### config.mk
export PLATFORM = sky130hd
export DESIGN_NAME = fir_serial_mac
export DESIGN_NICKNAME = d
export VERILOG_FILES = /design/src/rtl/fir_serial_mac_pkg.sv /design/src/rtl/fir_serial_mac_mac_unit.sv /design/src/rtl/fir_serial_mac.sv
export SDC_FILE = /design/constraint.sdc
export NUM_CORES = 1
export LEC_CHECK = 0
export BUFFER_PORTS_ARGS = -buffer_cell sky130_fd_sc_hd__buf_2
export CAP_MARGIN = 20
export CORE_MARGIN = 5
export CORE_UTILIZATION = 40
export DETAILED_ROUTE_END_ITERATION = 6
export PLACE_DENSITY = 0.64
export REMOVE_ABC_BUFFERS = 1
export SETUP_SLACK_MARGIN = 0.15
export SYNTH_ARGS = -nofsm -noshare
export SYNTH_HDL_FRONTEND = slang
export SYNTH_HIERARCHICAL = 1
export SYNTH_SLANG_ARGS = --single-unit
### constraint.sdc
create_clock -name i_clock -period 5.1 [get_ports i_clock]
set_input_delay 0.255 -clock i_clock [delete_from_list [all_inputs] [get_ports i_clock]]
set_output_delay 0.255 -clock i_clock [all_outputs]
set_load 0.05 [all_outputs]
### src/rtl/fir_serial_mac_pkg.sv
// rtl/fir_serial_mac_pkg.sv - shared FSM encoding and width helpers for the serial FIR MAC
package fir_serial_mac_pkg;

  typedef enum logic [1:0] {
    FIR_IDLE = 2'd0,
    FIR_MAC  = 2'd1,
    FIR_DONE = 2'd2
  } fir_state_t;

  function automatic int fir_clog2(input int value);
    int r;
    r = 0;
    for (int v = value - 1; v > 0; v = v >> 1) r++;
    return r;
  endfunction

  // The downstream saturate/truncate stage derives its input widths from these same formulas.
  function automatic int fir_nb_acc(input int nb_x, input int nb_coef, input int ntaps);
    return nb_x + nb_coef + fir_clog2(ntaps);
  endfunction

  function automatic int fir_nbf_acc(input int nbf_x, input int nbf_coef);
    return nbf_x + nbf_coef;
  endfunction

endpackage

### src/rtl/fir_serial_mac_mac_unit.sv
// rtl/fir_serial_mac_mac_unit.sv - signed multiply, sign-extend and accumulate with clear/enable
module fir_mac_unit #(
  parameter int NB_X    = 8,
  parameter int NB_COEF = 8,
  parameter int NB_ACC  = 18
) (
  input  logic                     i_clock,
  input  logic                     i_reset_n,
  input  logic                     i_clear,
  input  logic                     i_enable,
  input  logic signed [NB_X-1:0]   i_x,
  input  logic signed [NB_COEF-1:0] i_h,
  output logic signed [NB_ACC-1:0] o_sum
);

  localparam int NB_PROD = NB_X + NB_COEF;

  logic signed [NB_PROD-1:0] w_prod;
  logic signed [NB_ACC-1:0]  w_prod_ext;
  logic signed [NB_ACC-1:0]  r_acc;

  assign w_prod     = i_x * i_h;
  assign w_prod_ext = {{(NB_ACC - NB_PROD){w_prod[NB_PROD-1]}}, w_prod};
  assign o_sum      = r_acc + w_prod_ext;

  always_ff @(posedge i_clock or negedge i_reset_n) begin
    if (!i_reset_n) begin
      r_acc <= '0;
    end else if (i_clear) begin
      r_acc <= '0;
    end else if (i_enable) begin
      r_acc <= o_sum;
    end
  end

endmodule

### src/rtl/fir_serial_mac.sv
// rtl/fir_serial_mac.sv - time-multiplexed direct-form FIR, one MAC shared across all taps
module fir_serial_mac
  import fir_serial_mac_pkg::*;
#(
  parameter  int NB_X     = 8,
  parameter  int NBF_X    = 6,
  parameter  int NB_COEF  = 8,
  parameter  int NBF_COEF = 7,
  parameter  int NTAPS    = 4,
  localparam int NB_CNT   = fir_clog2(NTAPS),
  localparam int NB_ACC   = fir_nb_acc(NB_X, NB_COEF, NTAPS)
) (
  input  logic                       i_clock,
  input  logic                       i_reset_n,
  input  logic [NB_X-1:0]            i_data,
  input  logic                       i_valid,
  output logic                       o_ready,
  input  logic [NTAPS*NB_COEF-1:0]   i_coeffs,
  output logic [NB_ACC-1:0]          o_data,
  output logic                       o_valid
);

  localparam int NBF_ACC = fir_nbf_acc(NBF_X, NBF_COEF);

  if (NTAPS < 2) begin : g_bad_ntaps
    $error("fir_serial_mac: NTAPS must be at least 2");
  end
  if (NBF_ACC >= NB_ACC) begin : g_bad_frac
    $error("fir_serial_mac: fractional bits exceed accumulator width");
  end

  fir_state_t r_state;
  fir_state_t w_state_next;

  logic [NB_X-1:0]    r_x [NTAPS];
  logic [NB_CNT-1:0]  r_cnt;
  logic [NB_ACC-1:0]  r_data;

  logic               w_accept;
  logic               w_last;
  logic               w_mac_en;
  logic [NB_X-1:0]    w_x_sel;
  logic [NB_COEF-1:0] w_h_sel;
  logic [NB_ACC-1:0]  w_sum;

  assign w_accept = (r_state == FIR_IDLE) && i_valid;
  assign w_mac_en = (r_state == FIR_MAC);
  assign w_last   = (r_cnt == NB_CNT'(NTAPS - 1));
  assign w_x_sel  = r_x[r_cnt];
  assign w_h_sel  = i_coeffs[r_cnt*NB_COEF +: NB_COEF];

  always_ff @(posedge i_clock or negedge i_reset_n) begin
    if (!i_reset_n) begin
      r_state <= FIR_IDLE;
    end else begin
      r_state <= w_state_next;
    end
  end

  always_comb begin
    w_state_next = r_state;
    case (r_state)
      FIR_IDLE: if (i_valid) w_state_next = FIR_MAC;
      FIR_MAC:  if (w_last)  w_state_next = FIR_DONE;
      FIR_DONE: w_state_next = FIR_IDLE;
      default:  w_state_next = FIR_IDLE;
    endcase
  end

  always_comb begin
    o_ready = 1'b0;
    o_valid = 1'b0;
    case (r_state)
      FIR_IDLE: o_ready = 1'b1;
      FIR_DONE: o_valid = 1'b1;
      default:  ;
    endcase
  end

  // The final sum is captured on the last MAC cycle so o_data is already valid during DONE.
  always_ff @(posedge i_clock or negedge i_reset_n) begin
    if (!i_reset_n) begin
      for (int k = 0; k < NTAPS; k++) r_x[k] <= '0;
      r_cnt  <= '0;
      r_data <= '0;
    end else begin
      if (w_accept) begin
        for (int k = NTAPS - 1; k > 0; k--) r_x[k] <= r_x[k-1];
        r_x[0] <= i_data;
        r_cnt  <= '0;
      end else if (w_mac_en && !w_last) begin
        r_cnt <= r_cnt + 1'b1;
      end
      if (w_mac_en && w_last) begin
        r_data <= w_sum;
      end
    end
  end

  assign o_data = r_data;

  fir_mac_unit #(
    .NB_X    (NB_X),
    .NB_COEF (NB_COEF),
    .NB_ACC  (NB_ACC)
  ) u_mac (
    .i_clock   (i_clock),
    .i_reset_n (i_reset_n),
    .i_clear   (w_accept),
    .i_enable  (w_mac_en),
    .i_x       (w_x_sel),
    .i_h       (w_h_sel),
    .o_sum     (w_sum)
  );

endmodule
==> summary.txt <==
Placed design
  – Post-DP HPWL: 12,100 µm
  – GPL Wtd Cong: 0.879
  – # port buffers: 62

Finish
  – Reg area: 0.00180 mm²
  – Layout cells sized above 1: 46.0%
  – Layout filler cell count: 1,340
  – Antenna diodes: 0
  – NumNets Final: 903
  – Area grow syn2layout: 36.2%
  – Area of the multi-input gates: 0.00485 mm²
  – Util after Layout: 56.0%

Synth
  – Yosys top cell by area: dfrtp_1
  – EDFF count, synth: 0
  – Yosys warns: 6
  – Most frequent cell after synthesis: inv_1
  – Most common library cells after synthesis: inv_1, fa_1, dfrtp_1
  – Dominant cells by area after synthesis: dfrtp_1, fa_1, ha_1, mux2_2, inv_1
  – Post-Synthesis Cells: 566
  – Post-synth cell types: 52
  – Post-synthesis register bit count: 72
  – Top-area cell type share of the netlist area: 27.4%
  – Seq/Total Area, Yosys: 27.4%
  – Post-synth ARST share: 100%
  – Post-Syn Area per Cell: 11.6 µm²
  – Main synth FF type: dfrtp_1
  – Synthesized area: 0.00658 mm²

Detailed routing
  – Vias per Instance: 5.00
  – Iteration-0 DRC Markers: 190
  – Drt first pass iters: 4
  – Wirelength per Cell: 17.4 µm
  – Drt total wl: 16,700 µm
  – DRC Markers: 0
  – ANT nets after route: 0
  – Routed vias: 4,786

Floorplanning
  – # rows: 46
  – # IOs: 63
  – Total core area: 0.0160 mm²
  – Die height: 138 µm
  – Die width: 138 µm
  – Die Area: 0.0191 mm²
  – Initial core utilization: 41.1%

Timing
  – Fmax: 0.183 GHz
  – Clk_skew: 11.7 ps
  – Slew Limit Fails: 0
  – Worst setup margin: -359 ps
  – Unrepaired setup endpoints after global routing: yes
  – Slew @ Worst Pin: 922 ps
  – Setup violators final: 20
  – Slew headroom: 38.6%
  – Period utilization: 107%
  – Final Hold Viols: 0
  – Tmin final: 5460 ps

Worst hold path
  – HP Class: in2async

Critical path
  – Crit-path cells: buf_6, buf_8, mux4_2, buf_4, and2_1, fa_2, fa_1, fa_1, fa_1, fa_1, ha_4, o21a_1, or2_1, a21o_1, a21o_1, xor2_1, mux2_2
  – Worst r2r path cells: 17
  – Max FO, Critical Path: 7
  – Crit. End Element: flip-flop
  – Type of the worst setup path: reg2reg
  – CP required: 5310 ps
  – Slowest cell on crit path: mux4_2
  – Worst EP arrival: 5670 ps
  – Crit-path max cell delay: 590 ps
  – Crit path launch type: flip-flop
  – Most common cell on crit path: fa_1

Clock network
  – Worst-path clk slew: 60 ps
  – TritonCTS Sinks: 72
  – Worst-skew pair later-pin latency: 340 ps
  – Clock Tree Buf Depth: 2
  – # H-tree levels: 3
  – CTS tree: built
  – Number of buffers created by CTS: 9
  – Root Driver: clkbuf_16

GRT
  – Number of global-route vias before repair: 5,496
  – Global-route wire length before repair: 27,300 µm
  – Largest net degree at the start of global routing: 73
  – GRT Residual Overflow: 0
  – Total global-route track usage: 17.5%
  – Initial antenna violation count: 0

Run status
  – Status: finished with violations
  – Failing checks: setup timing

Run
  – Max Cap Viol: 0
==> placed cells by master (no fill, tap or decap), types with 9 or more instances in the layout <==
master,instances
and2_1,27
buf_2,62
buf_4,85
buf_6,25
clkbuf_16,9
dfrtp_1,71
fa_1,75
ha_1,22
ha_4,21
inv_1,88
inv_2,10
mux2_2,39
mux2i_1,12
mux4_2,16
nand2_1,21
nand2_2,10
nor2_1,24
xnor2_1,9
==> critical path: cells and delay by family, from the launching register on <==
family,cells,cell delay (ps)
DFF,1,410
adders and majority gates,6,2620
buffers and inverters,3,420
muxes,2,860
xor gates and xnor gates,1,140
and+or+nand+nor,2,380
AOI/OAI and AO/OA,3,500
==> cells by family after synthesis <==
logic type	after synthesis	synth area share, %
flops	72	27.4
xor+xnor	20	2.66
compound gates	41	4.45
mux	78	16.0
buf+inv	117	7.90
fa+ha+maj	123	32.5
simple gates	115	9.00
==> cell type report <==
cell class / instances / area share (%)
clock buffers: 13 / 2.91
clock inverters: 3 / 0.447
inverters: 99 / 4.16
multi-input cells: 377 / 54.1
flip-flops and latches: 72 / 20.1
well taps: 216 / 3.02
repair buffers: 178 / 15.2
==> registers in the layout (all words and copies together) (netlist names) <==
signal / cells
r_cnt: 2
u_mac/r_acc: 18
o_data: 18
r_x: 32
r_state: 2
==> through the flow <==
step	area [µm²]	worst slack [ps]	hold WS (ps)	TNS [ps]	cells
after floorplan	6430	-893	-40.6	-13500	548
after global placement	7650	-431	476	-5880	908
final	8950	-359	144	-5270	958
after global routing	8950	-530	153	-8580	958
after CTS	8690	-344	140	-4440	951
after detailed placement	7680	-580	488	-7610	909
==> per-layer routing <==
metal  global-route usage, %  vias to the layer above  routed length, µm
li1                        -                     2179                  -
met1                    22.1                     2495               7030
met2                    31.9                       94               8890
met3                    2.31                       18                488
met4                    4.32                        0                266
met5                       0                        -                  0
==> worst paths after layout <==
kind,startpoint,endpoint,slack (ps)
hold / removal,i_reset_n,u_mac/r_acc[4],140
setup / recovery,r_cnt[0],o_data[10],-360
hold reg to reg,o_data[11],o_data[11],500
max in group asynchronous,i_reset_n,r_cnt[0],4320
min in group i_clock,i_data[4],r_x[28],160
setup reg to reg,r_cnt[0],o_data[10],-360
==> timing repair <==
action	CTS	global route
buffers inserted	25	7
pin swaps	51	41
cloned	1	0
hold buffers	0	0
endpoints found under the setup margin	22	24
resized for setup	96	42
Power is left out: the tool's default activity adds up to more than one toggle a clock period on the data nets, which glitch-free logic cannot reach.
